File: src/rtl/dsp_mac_arb_pkg.sv
// Shared types and widths for the DSP MAC arbiter slice.
// OP_W/ACC_W are the DSP operand and accumulator widths.
// ID_W is sized for the largest supported requester count (8).
// tag_t travels alongside each operation through the DSP pipe.
package dsp_mac_arb_pkg;

  localparam int OP_W  = 18;
  localparam int ACC_W = 48;
  localparam int ID_W  = 3;

  typedef enum logic [1:0] {
    RUN,
    DRAIN,
    HELD
  } arb_state_t;

  typedef struct packed {
    logic            vld;
    logic [ID_W-1:0] id;
  } tag_t;

endpackage

File: src/rtl/dsp_mac_arbiter_if.sv
// Request/response bus of the DSP MAC arbiter.
//   req_valid/req_ready : per-requester handshake (ready is the grant)
//   req_a/b/d/c         : packed operands, requester i at [i*W +: W]
//   rsp_valid/rsp_ready : response handshake
//   rsp_id/rsp_p        : requester id and result of the head response
// slave  : arbiter side
// master : requester/consumer side
interface dsp_mac_arbiter_if #(
  parameter int NUM_REQ = 4
);
  import dsp_mac_arb_pkg::*;

  localparam int RID_W = $clog2(NUM_REQ);

  logic [NUM_REQ-1:0]       req_valid;
  logic [NUM_REQ-1:0]       req_ready;
  logic [NUM_REQ*OP_W-1:0]  req_a;
  logic [NUM_REQ*OP_W-1:0]  req_b;
  logic [NUM_REQ*OP_W-1:0]  req_d;
  logic [NUM_REQ*ACC_W-1:0] req_c;
  logic                     rsp_valid;
  logic                     rsp_ready;
  logic [RID_W-1:0]         rsp_id;
  logic [ACC_W-1:0]         rsp_p;

  modport slave (
    input  req_valid, req_a, req_b, req_d, req_c, rsp_ready,
    output req_ready, rsp_valid, rsp_id, rsp_p
  );

  modport master (
    output req_valid, req_a, req_b, req_d, req_c, rsp_ready,
    input  req_ready, rsp_valid, rsp_id, rsp_p
  );

endinterface

File: src/rtl/dsp_mac_arb_rsp_fifo.sv
// In-order response FIFO holding {id, p} entries.
//   wr_en/wr_id/wr_p : capture port (never written when full; credits ensure it)
//   rd_en            : pop head (only asserted when count != 0)
//   rd_id/rd_p       : head entry, forced to zero while empty
//   count            : number of stored entries
module dsp_mac_arb_rsp_fifo
  import dsp_mac_arb_pkg::*;
#(
  parameter int DEPTH = 8,
  parameter int CNT_W = $clog2(DEPTH + 1)
) (
  input  logic             clk,
  input  logic             rst_n,
  input  logic             wr_en,
  input  logic [ID_W-1:0]  wr_id,
  input  logic [ACC_W-1:0] wr_p,
  input  logic             rd_en,
  output logic [ID_W-1:0]  rd_id,
  output logic [ACC_W-1:0] rd_p,
  output logic [CNT_W-1:0] count
);

  localparam int AW = (DEPTH > 1) ? $clog2(DEPTH) : 1;

  logic [ID_W+ACC_W-1:0] mem [DEPTH];
  logic [AW-1:0]         wr_ptr;
  logic [AW-1:0]         rd_ptr;

  always_ff @(posedge clk) begin
    if (wr_en) mem[wr_ptr] <= {wr_id, wr_p};
  end

  always_ff @(posedge clk or negedge rst_n) begin
    if (!rst_n) begin
      wr_ptr <= '0;
      rd_ptr <= '0;
      count  <= '0;
    end else begin
      if (wr_en) wr_ptr <= (wr_ptr == AW'(DEPTH - 1)) ? '0 : wr_ptr + 1'b1;
      if (rd_en) rd_ptr <= (rd_ptr == AW'(DEPTH - 1)) ? '0 : rd_ptr + 1'b1;
      case ({wr_en, rd_en})
        2'b10:   count <= count + 1'b1;
        2'b01:   count <= count - 1'b1;
        default: ;
      endcase
    end
  end

  // Storage is not reset, so the head is masked while empty.
  assign {rd_id, rd_p} = (count != '0) ? mem[rd_ptr] : '0;

endmodule

File: src/rtl/dsp_mac_arbiter.sv
// Shares one pipelined DSP MAC (P = (A+B)*D + C) among NUM_REQ requesters.
// Round-robin combinational grant, registered operand issue, id tags
// shifted alongside the DSP pipe, in-order response FIFO with credits,
// and a hold/drain FSM that quiesces the DSP.
// Ports:
//   clk, rst_n         : clock, async active-low reset
//   bus (slave)        : request and response handshakes
//   dsp_a/b/d/c        : registered operands to the DSP
//   dsp_p              : DSP result, valid PIPE_LAT edges after issue
//   hold / hold_ack    : quiesce request / no ops in flight, granting stopped
//   stat_issued/stall  : only with DSP_MAC_ARB_STATS_EN defined
module dsp_mac_arbiter
  import dsp_mac_arb_pkg::*;
#(
  parameter int NUM_REQ   = 4,
  parameter int PIPE_LAT  = 4,
  parameter int RSP_DEPTH = 8
) (
  input  logic               clk,
  input  logic               rst_n,
  dsp_mac_arbiter_if.slave   bus,
  output logic [OP_W-1:0]    dsp_a,
  output logic [OP_W-1:0]    dsp_b,
  output logic [OP_W-1:0]    dsp_d,
  output logic [ACC_W-1:0]   dsp_c,
  input  logic [ACC_W-1:0]   dsp_p,
  input  logic               hold,
  output logic               hold_ack
`ifdef DSP_MAC_ARB_STATS_EN
  ,
  output logic [31:0]        stat_issued,
  output logic [31:0]        stat_stall
`endif
);

  localparam int CNT_W = $clog2(RSP_DEPTH + 1);
  localparam int PTR_W = $clog2(NUM_REQ);

  arb_state_t         state;
  logic [PTR_W-1:0]   rr_ptr;
  logic [NUM_REQ-1:0] grant;
  logic [PTR_W-1:0]   gnt_id;
  logic               xfer;
  logic               pop;
  logic               pipe_busy;
  logic [CNT_W-1:0]   outstanding;
  tag_t               tags [PIPE_LAT];

  logic [OP_W-1:0]    sel_a, sel_b, sel_d;
  logic [ACC_W-1:0]   sel_c;

  logic [ID_W-1:0]    fifo_id;
  logic [ACC_W-1:0]   fifo_p;
  logic [CNT_W-1:0]   fifo_count;
  logic               unused_id_bits;

  // Round-robin search starting at rr_ptr, which holds last-granted+1.
  always_comb begin
    logic             found;
    logic [PTR_W-1:0] idx;
    grant  = '0;
    gnt_id = '0;
    found  = 1'b0;
    idx    = '0;
    if (state == RUN && outstanding < CNT_W'(RSP_DEPTH)) begin
      for (int unsigned k = 0; k < NUM_REQ; k++) begin
        idx = PTR_W'((32'(rr_ptr) + k) % NUM_REQ);
        if (!found && bus.req_valid[idx]) begin
          grant[idx] = 1'b1;
          gnt_id     = idx;
          found      = 1'b1;
        end
      end
    end
  end

  assign bus.req_ready = grant;
  assign xfer          = |grant;

  always_comb begin
    sel_a = '0;
    sel_b = '0;
    sel_d = '0;
    sel_c = '0;
    for (int unsigned i = 0; i < NUM_REQ; i++) begin
      if (grant[i]) begin
        sel_a = bus.req_a[i*OP_W +: OP_W];
        sel_b = bus.req_b[i*OP_W +: OP_W];
        sel_d = bus.req_d[i*OP_W +: OP_W];
        sel_c = bus.req_c[i*ACC_W +: ACC_W];
      end
    end
  end

  always_comb begin
    pipe_busy = 1'b0;
    for (int unsigned k = 0; k < PIPE_LAT; k++) pipe_busy |= tags[k].vld;
  end

  // Operand issue, tag pipe and credit counter.
  always_ff @(posedge clk or negedge rst_n) begin
    if (!rst_n) begin
      rr_ptr      <= '0;
      dsp_a       <= '0;
      dsp_b       <= '0;
      dsp_d       <= '0;
      dsp_c       <= '0;
      outstanding <= '0;
      for (int unsigned k = 0; k < PIPE_LAT; k++) tags[k] <= '0;
    end else begin
      if (xfer) begin
        dsp_a  <= sel_a;
        dsp_b  <= sel_b;
        dsp_d  <= sel_d;
        dsp_c  <= sel_c;
        rr_ptr <= (gnt_id == PTR_W'(NUM_REQ - 1)) ? '0 : gnt_id + 1'b1;
      end
      tags[0] <= '{vld: xfer, id: ID_W'(gnt_id)};
      for (int unsigned k = 1; k < PIPE_LAT; k++) tags[k] <= tags[k-1];
      case ({xfer, pop})
        2'b10:   outstanding <= outstanding + 1'b1;
        2'b01:   outstanding <= outstanding - 1'b1;
        default: ;
      endcase
    end
  end

  // hold_ack is set on exactly the transitions into HELD, so it tracks the state.
  always_ff @(posedge clk or negedge rst_n) begin
    if (!rst_n) begin
      state    <= RUN;
      hold_ack <= 1'b0;
    end else begin
      case (state)
        RUN: begin
          hold_ack <= 1'b0;
          if (hold) state <= DRAIN;
        end
        DRAIN: begin
          if (!hold) begin
            state    <= RUN;
            hold_ack <= 1'b0;
          end else if (!pipe_busy) begin
            state    <= HELD;
            hold_ack <= 1'b1;
          end else begin
            hold_ack <= 1'b0;
          end
        end
        HELD: begin
          if (!hold) begin
            state    <= RUN;
            hold_ack <= 1'b0;
          end else begin
            hold_ack <= 1'b1;
          end
        end
        default: begin
          state    <= RUN;
          hold_ack <= 1'b0;
        end
      endcase
    end
  end

  dsp_mac_arb_rsp_fifo #(
    .DEPTH (RSP_DEPTH),
    .CNT_W (CNT_W)
  ) u_rsp_fifo (
    .clk   (clk),
    .rst_n (rst_n),
    .wr_en (tags[PIPE_LAT-1].vld),
    .wr_id (tags[PIPE_LAT-1].id),
    .wr_p  (dsp_p),
    .rd_en (pop),
    .rd_id (fifo_id),
    .rd_p  (fifo_p),
    .count (fifo_count)
  );

  assign bus.rsp_valid = (fifo_count != '0);
  assign pop           = bus.rsp_valid & bus.rsp_ready;
  assign bus.rsp_id    = fifo_id[PTR_W-1:0];
  assign bus.rsp_p     = fifo_p;
  assign unused_id_bits = ^fifo_id;

`ifdef DSP_MAC_ARB_STATS_EN
  always_ff @(posedge clk or negedge rst_n) begin
    if (!rst_n) begin
      stat_issued <= '0;
      stat_stall  <= '0;
    end else begin
      if (xfer) stat_issued <= stat_issued + 32'd1;
      if ((|bus.req_valid) && !xfer) stat_stall <= stat_stall + 32'd1;
    end
  end
`endif

endmodule

File: src/flat_wrapper.sv
// flat-port wrapper written by rule: the top's interface ports become plain ports
module dsp_mac_arbiter_flat import dsp_mac_arb_pkg::*;
#(
  parameter int NUM_REQ   = 4,
  parameter int PIPE_LAT  = 4,
  parameter int RSP_DEPTH = 8
)
  (clk, rst_n, dsp_a, dsp_b, dsp_d, dsp_c, dsp_p, hold, hold_ack, bus_req_valid, bus_req_a, bus_req_b, bus_req_d, bus_req_c, bus_rsp_ready, bus_req_ready, bus_rsp_valid, bus_rsp_id, bus_rsp_p);
  dsp_mac_arbiter_if #(.NUM_REQ(NUM_REQ)) bus_i ();
  input  logic clk;
  input  logic rst_n;
  output logic [OP_W-1:0] dsp_a;
  output logic [OP_W-1:0] dsp_b;
  output logic [OP_W-1:0] dsp_d;
  output logic [ACC_W-1:0] dsp_c;
  input  logic [ACC_W-1:0] dsp_p;
  input  logic hold;
  output logic hold_ack;
  input wire logic [$bits(bus_i.req_valid)-1:0] bus_req_valid;
  input wire logic [$bits(bus_i.req_a)-1:0] bus_req_a;
  input wire logic [$bits(bus_i.req_b)-1:0] bus_req_b;
  input wire logic [$bits(bus_i.req_d)-1:0] bus_req_d;
  input wire logic [$bits(bus_i.req_c)-1:0] bus_req_c;
  input wire logic [$bits(bus_i.rsp_ready)-1:0] bus_rsp_ready;
  output wire logic [$bits(bus_i.req_ready)-1:0] bus_req_ready;
  output wire logic [$bits(bus_i.rsp_valid)-1:0] bus_rsp_valid;
  output wire logic [$bits(bus_i.rsp_id)-1:0] bus_rsp_id;
  output wire logic [$bits(bus_i.rsp_p)-1:0] bus_rsp_p;
  assign bus_i.req_valid = bus_req_valid;
  assign bus_i.req_a = bus_req_a;
  assign bus_i.req_b = bus_req_b;
  assign bus_i.req_d = bus_req_d;
  assign bus_i.req_c = bus_req_c;
  assign bus_i.rsp_ready = bus_rsp_ready;
  assign bus_req_ready = bus_i.req_ready;
  assign bus_rsp_valid = bus_i.rsp_valid;
  assign bus_rsp_id = bus_i.rsp_id;
  assign bus_rsp_p = bus_i.rsp_p;
  dsp_mac_arbiter #(.NUM_REQ(NUM_REQ), .PIPE_LAT(PIPE_LAT), .RSP_DEPTH(RSP_DEPTH)) u_core (.clk(clk), .rst_n(rst_n), .bus(bus_i), .dsp_a(dsp_a), .dsp_b(dsp_b), .dsp_d(dsp_d), .dsp_c(dsp_c), .dsp_p(dsp_p), .hold(hold), .hold_ack(hold_ack));
endmodule
File: config.mk
export PLATFORM = sky130hd
export DESIGN_NAME = dsp_mac_arbiter_flat
export DESIGN_NICKNAME = d
export VERILOG_FILES = /design/src/rtl/dsp_mac_arb_pkg.sv /design/src/rtl/dsp_mac_arbiter_if.sv /design/src/rtl/dsp_mac_arb_rsp_fifo.sv /design/src/rtl/dsp_mac_arbiter.sv /design/src/flat_wrapper.sv
export SDC_FILE = /design/constraint.sdc
export NUM_CORES = 1
export LEC_CHECK = 0
export ABC_AREA = 1
export ABC_CLOCK_PERIOD_IN_PS = 3220
export CORE_AREA = 2 2 240 242
export DETAILED_ROUTE_END_ITERATION = 7
export DIE_AREA = 0 0 242 244
export PLACE_DENSITY_LB_ADDON = 0.05
export SETUP_SLACK_MARGIN = 0.3
export SLEW_MARGIN = 0
export SYNTH_ARGS = -nofsm -noshare
export SYNTH_HDL_FRONTEND = slang
export SYNTH_SLANG_ARGS = --single-unit
File: constraint.sdc
create_clock -name clk -period 3.22 [get_ports clk]
set_input_delay 0.805 -clock clk [delete_from_list [all_inputs] [get_ports clk]]
set_output_delay 0.805 -clock clk [all_outputs]
set_load 0.05 [all_outputs]
### Word-level counts from Yosys, hierarchy flattened

Memories as Yosys holds them, arrays and structs flattened.
Cells that the tools add are included.

| storage, ports and cells | value |
|---|---|
| logic and storage cells | 143 |
| memories kept | 1 |
| memory bits (writable) | 400 |
| register bits after elaboration | 133 |
| ROM bits | 0 |
| bits of input ports | 464 |
| output and inout bits | 158 |
| latch bits | 0 |

| operators by class | value |
|---|---|
| reduce and logical (&&, ||, !) cells | 17 |
| bitwise gates (word level) | 7 |
| add/subtract/negate cells | 10 |
| multipliers | 0 |
| shift-type cells | 0 |
| divide/modulo/power cells | 0 |
| muxes and demuxes | 68 |
| order comparisons | 9 |
| equal/unequal tests | 12 |

Memories:

| name | depth | bits a word | read ports | clocked after memory_dff | wr ports | line | source |
|---|---|---|---|---|---|---|---|
| u_core.u_rsp_fifo.mem | 8 | 50 | 1 | 0 | 1 | dsp_mac_arb_rsp_fifo.sv:25 | `logic [ID_W+ACC_W-1:0] mem [DEPTH];` |

Operators by type and width:

| operator | count |
|---|---|
| 18-bit two-way mux | 12 |
| 48-bit two-way mux | 4 |
| 50-bit two-way mux | 1 |
| 4-bit two-way mux | 8 |
| 2-bit two-way mux | 10 |
| 1-bit two-way mux | 19 |
| 4-bit one-hot mux with 2 select lines | 2 |
| 2-bit by 3-bit less-than comparator with 1-bit output, second input constant | 4 |
| 4-bit bitwise OR | 3 |
| 4-bit by 1-bit adder with 4-bit output, second input constant | 2 |
| 1-bit binary-select mux with 2-bit select | 4 |
| 1-bit demux with 2-bit select | 4 |
| 2-bit == test, second input constant | 4 |
| 2-bit by 1-bit greater-or-equal comparator with 1-bit output, second input constant | 4 |
| 1-bit logical AND | 8 |
| 4-bit by 1-bit subtractor with 4-bit output, second input constant | 2 |
| 3-bit by 1-bit adder with 3-bit output, second input constant | 2 |
| 2-bit by 1-bit == test with 1-bit output, second input constant | 3 |
| 3-bit == test, second input constant | 2 |
| 3-bit two-way mux | 2 |
| 2-bit one-hot mux with 3 select lines | 1 |
| 2-bit by 1-bit adder with 2-bit output, second input constant | 2 |
| 2-bit adder, second input constant | 2 |
| 4-bit less-than comparator, second input constant | 1 |
| 11 further kinds | 17 |

### Logic depth before layout (Yosys ltp)

| depth | value |
|---|---|
| depth in word-level cells | 20 |
| depth in mapped cells | 25 |
| depth with buffers taken out | 22 |

### Cells and area by module

From an unflattened synthesis, not the netlist that was laid out.

| unflattened totals | value |
|---|---|
| cells, all modules | 2872 |
| area total of the unflattened synthesis | 26391.6 um2 |

By module, submodules not included:

| module | cells each | area each (um2) | sequential area each (um2) | times used |
|---|---|---|---|---|
| dsp_mac_arb_rsp_fifo | 1286 | 16540.9 | 12502.0 | 1 |
| dsp_mac_arbiter | 1586 | 9850.7 | 3078.0 | 1 |

### Worst setup path after synthesis

OpenSTA, ideal clock, no wires.

| timing | value |
|---|---|
| kind | register to register |
| start | register u_core.rr_ptr[0] |
| end | register u_core.outstanding[2] |
| cell stages (with the launch flop) | 24 |
| path slack | -14 ps |
| arrival time | 3156 ps |
| buffers on the path | 3 |
| data required time | 3143 ps |
| clock period less this slack | 3234 ps |
| setup time | 77 ps |
| cell sequence | dfrtp_1 -> buf_6 -> inv_6 -> ha_1 -> inv_1 -> nand3_1 -> nand2_1 -> nor2_8 -> nand2_2 -> inv_2 -> nand2_1 -> nand3_2 -> nand2_4 -> nand2_2 -> nor2_4 -> buf_6 -> buf_6 -> ha_1 -> nor2_1 -> nor2_1 -> ha_1 -> a21oi_1 -> or2_2 -> a21oi_1 |

| on the way | value |
|---|---|
| cells in the longest elaborated chain, start to end | 19 |
| elaborated cells between the ends (all ways) | 59 |
| classes of those cells | 3 x add/sub; 8 x order compare; 2 x eq/ne; 31 x mux; 3 x bitwise; 12 x reduce/logical |

RTL lines:

| item | line | source |
|---|---|---|
| start: declaration | dsp_mac_arbiter.sv:40 | `logic [PTR_W-1:0] rr_ptr;` |
| start signal: assignment | dsp_mac_arbiter.sv:116 | `rr_ptr <= (gnt_id == PTR_W'(NUM_REQ - 1)) ? '0 : gnt_id + 1'b1;` |
| parallel branches: the longest is 14 deep, another holds 2-bit by 3-bit less-than comparator with 1-bit output | n/a |  |
| 4-bit two-way mux (*) | dsp_mac_arbiter.sv:68 | `if (!found && bus.req_valid[idx]) begin` |
| 4-bit two-way mux (*) | dsp_mac_arbiter.sv:65 | `if (state == RUN && outstanding < CNT_W'(RSP_DEPTH)) begin` |
| 4-bit OR reduction (*) | dsp_mac_arbiter.sv:78 | `assign xfer = \|grant;` |
| 2-bit by 1-bit == test with 1-bit output / 2-bit == test (equally long branches) | dsp_mac_arbiter.sv:120 | `case ({xfer, pop})` |
| 4-bit one-hot mux with 2 select lines / 2-bit nonzero test (equally long branches) | n/a |  |
| end signal: assignment | dsp_mac_arbiter.sv:121 | `2'b10: outstanding <= outstanding + 1'b1;` |
| end signal: assignment | dsp_mac_arbiter.sv:122 | `2'b01: outstanding <= outstanding - 1'b1;` |
| end: declaration | dsp_mac_arbiter.sv:46 | `logic [CNT_W-1:0] outstanding;` |

Mark *: on every way between the ends. The select of a mux whose other input is x is not followed.
A chain may end at the register's enable or synchronous reset.

### Final worst setup path

| timing | value |
|---|---|
| start | register u_core.u_rsp_fifo.rd_ptr[0] |
| end | output bus_rsp_p[44] |

| on the way | value |
|---|---|
| cells in the longest elaborated chain, start to end | 2 |

RTL lines:

| item | line | source |
|---|---|---|
| start: declaration | dsp_mac_arb_rsp_fifo.sv:27 | `logic [AW-1:0] rd_ptr;` |
| start signal: assignment | dsp_mac_arb_rsp_fifo.sv:40 | `if (rd_en) rd_ptr <= (rd_ptr == AW'(DEPTH - 1)) ? '0 : rd_ptr + 1'b1;` |
| memory 8 x 50 bit | n/a |  |
| 50-bit two-way mux | dsp_mac_arb_rsp_fifo.sv:50 | `assign {rd_id, rd_p} = (count != '0) ? mem[rd_ptr] : '0;` |
| end: declaration | flat_wrapper.sv:28 | `output wire logic [$bits(bus_i.rsp_p)-1:0] bus_rsp_p;` |

No other way between the ends.

==> results.tsv <==
metric	value	unit
violations	setup timing	
core_area	56170	um2
slew_headroom	48.00	%
hold_buffers	0	
syn_avg_cell_area	9.314	um2
antenna_found_initial	17	
drcViolationCount	0	
worstSetupStartpointType	flop	
synth_mux_area_share	0	%
cp.arrival	2480	ps
rows	87	
place_hpwl	64040	um
io_buffers	621	
ys_seq_elements	533	
period_share	101.9	%
synth_xor_area_share	0.2376	%
final_cells	4262	
synthArstFlopShare	24.95	%
power_density	1180	nW/um2
synthAdderAreaFrac	1.047	%
overflow	0	
first_global_vias	23993	
clk_latency	620	ps
hold_path_class	in -> async	
routabilityCongestion	0.9533	
skew	17.86	ps
clk_pin_slew	70	ps
die_h	244	um
wl	108100	um
synth_nets	3255	
synthFlopType	edfxtp_1	
postRouteAntennaNets	0	
clock_path_buffers	3	
ir_drop	0.0009976	V
synth-compound-area-share	9.626	%
worstMarginPinSlew	777.6	ps
avgRoutedWirePerCell	25.35	um
chipWidth	242	um
syn_to_final_growth	55.63	%
cts_tree	yes	
setup_viol	14	
drive_gt1_share	21.67	%
seq_area_frac_synth	59.45	%
num_vias	24470	
cts_buffers	52	
rsz0062_at_grt	true	
grt_start_max_net_pins	161	
placed_cells	4030	
synth_cell_types	41	
first_pass_iters	5	
cp_max_fo	8	
tns	-448.6	ps
place_worst_setup_slack	-307.9	ps
dieArea	59050	um2
first_iter_violations	2149	
drv_cap	0	
cts_root_buf	clkbuf_16	
fin_ws	-61.30	ps
htree_levels	2	
cp-end-kind	output port	
hold_viol	0	
track_usage	34.11	%
p_leak	0.01592	uW
synth-simple-area-share	23.68	%
initial_core_util	45.93	%
status	finished, violations left	
synth_top_family_by_area	simple AND/OR/NAND/NOR gates	
final_nets	3938	
finalCriticalPeriod	3281	ps
critPathKind	reg -> out	
cts.sinks	533	
slew_violations	0	
io_pins	622	
required	2410	ps
yosysWarnings	0	
routed_via_density	5.741	
synth_edf_count	400	
grt_pass1_wl	152800	um
syn_inst	2770	
max_freq	304.8	MHz
syn_area	25800	um2
## per-stage QoR
step | cell area [um2] | utilization, % | power (uW) | hold slack, ps
after floorplan | 26610 | - | 25050 | 331.2
after global placement | 34580 | 61.56 | 34430 | 333.0
after detailed placement | 34580 | 61.56 | 34830 | 337.0
after CTS | 38810 | 69.10 | 44890 | 231.6
after global routing | 40150 | 71.48 | 49390 | 230.3
final | 40150 | 71.49 | 47390 | 217.4
## per-layer routing
metal / share of wire (%) / GRT usage [%] / vias up
li1: - / - / 10922
met3: 7.3 / 5.356 / 219
met1: 38 / 42.76 / 12019
met2: 51 / 59.42 / 1298
met4: 4.1 / 13.29 / 12
met5: 0.075 / 0 / -
## worst paths after layout
kind                                             start               end  slack [ps]  cells after the start
min in group clk                       u_core.tags[13]    u_core.tags[9]         350                      0
setup / recovery           u_core.u_rsp_fifo.rd_ptr[0]     bus_rsp_p[44]         -60                     10
hold / removal                                   rst_n  u_core.dsp_c[41]         220                      1
setup reg to reg                      u_core.rr_ptr[0]  u_core.rr_ptr[1]          60                     24
hold reg to reg                        u_core.tags[13]    u_core.tags[9]         350                      0
max in group asynchronous                        rst_n  u_core.rr_ptr[0]        2230                      2
## placed cells by master, fill, tap and decap left out, types with 49 or more instances in the layout
cell type / Yosys / routed
nand4_1: 85 / 85
o21ai_0: 313 / 78
nand3_1: 225 / 212
o21ai_2: 0 / 123
nor2_1: 421 / 349
o21ai_1: 34 / 124
clkdlybuf4s50_1: 0 / 560
nand2_1: 529 / 522
clkbuf_16: 0 / 59
buf_4: 13 / 75
dfrtp_1: 133 / 130
o22ai_2: 0 / 49
edfxtp_1: 400 / 400
inv_1: 150 / 138
nand3b_1: 84 / 84
a31oi_4: 0 / 49
buf_12: 0 / 105
nor2_4: 1 / 53
## kinds of logic after synthesis
group	Yosys count
flip-flops	533
buffers and inverters	367
adder cells (fa/ha/maj)	21
AO/OA/AOI/OAI	463
AND/OR/NAND/NOR	1379
XOR/XNOR	7
## area by class of cell
class                           instances  area, um2
Antenna cell                           12      30.03
Fill cell                            3983      16010
Inverter                              156      633.1
Multi-Input combinational cell       1870      11390
Clock buffer                           73       1420
Timing Repair Buffer                  839      10130
Clock inverter                         22      246.5
Tap cell                              756      945.9
Timing Repair inverter                  1      16.27
Sequential cell                       533      15350
## power by group
| group | total, uW | internal (uW) | switching [uW] |
|---|---|---|---|
| Sequential | 9620 | 8850 | 773 |
| Clock | 6100 | 3350 | 2750 |
| Combinational | 31700 | 12600 | 19100 |
| Total | 47400 | 24800 | 22600 |
## repair_timing
action / 4_1_cts / 5_1_grt
endpoints found under the setup margin: 55 / 145
gates cloned: 30 / 7
gates resized for setup: 498 / 234
pin swaps: 122 / 126
hold endpoints to repair: 0 / 0
buffers inserted: 60 / 28
## registers in the layout, summed over array words and instances (netlist names)
signal / count
u_core.u_rsp_fifo.mem: 400
u_core.dsp_c: 48
u_core.dsp_a: 18
u_core.dsp_b: 18
u_core.dsp_d: 18
u_core.tags: 12
u_core.outstanding: 4
u_core.u_rsp_fifo.count: 4
u_core.u_rsp_fifo.rd_ptr: 3
u_core.u_rsp_fifo.wr_ptr: 3
u_core.rr_ptr: 2
u_core.state: 2
u_core.hold_ack: 1
## synthesized netlist by cell type, drive strengths merged (2+ instances only)
library cell / count / area, um2
a21boi: 3 / 22.52
xor2: 2 / 17.52
o21ai: 347 / 1737
a22oi: 2 / 15.01
nand4: 85 / 531.8
clkbuf: 113 / 424.2
nor4: 2 / 12.51
buf: 98 / 521.7
o22ai: 51 / 319.1
xnor2: 5 / 43.79
inv: 156 / 590.6
edfxtp: 400 / 12010
or2: 19 / 118.9
nand3b: 84 / 630.6
nor2: 424 / 1618
nand3: 227 / 1146
ha: 20 / 250.2
a31oi: 50 / 312.8
a21oi: 5 / 36.29
dfrtp: 133 / 3328
nand2: 538 / 2052
## critical path, stage by stage (launching register included)
cell	delay [ps]
dfrtp_4	520
buf_12	150
inv_16	80
buf_12	140
buf_16	140
buf_6	100
nor2_4	30
o22ai_2	200
o21ai_2	110
a31oi_4	210
buf_12	160
Power figures use the tool's default switching activity.
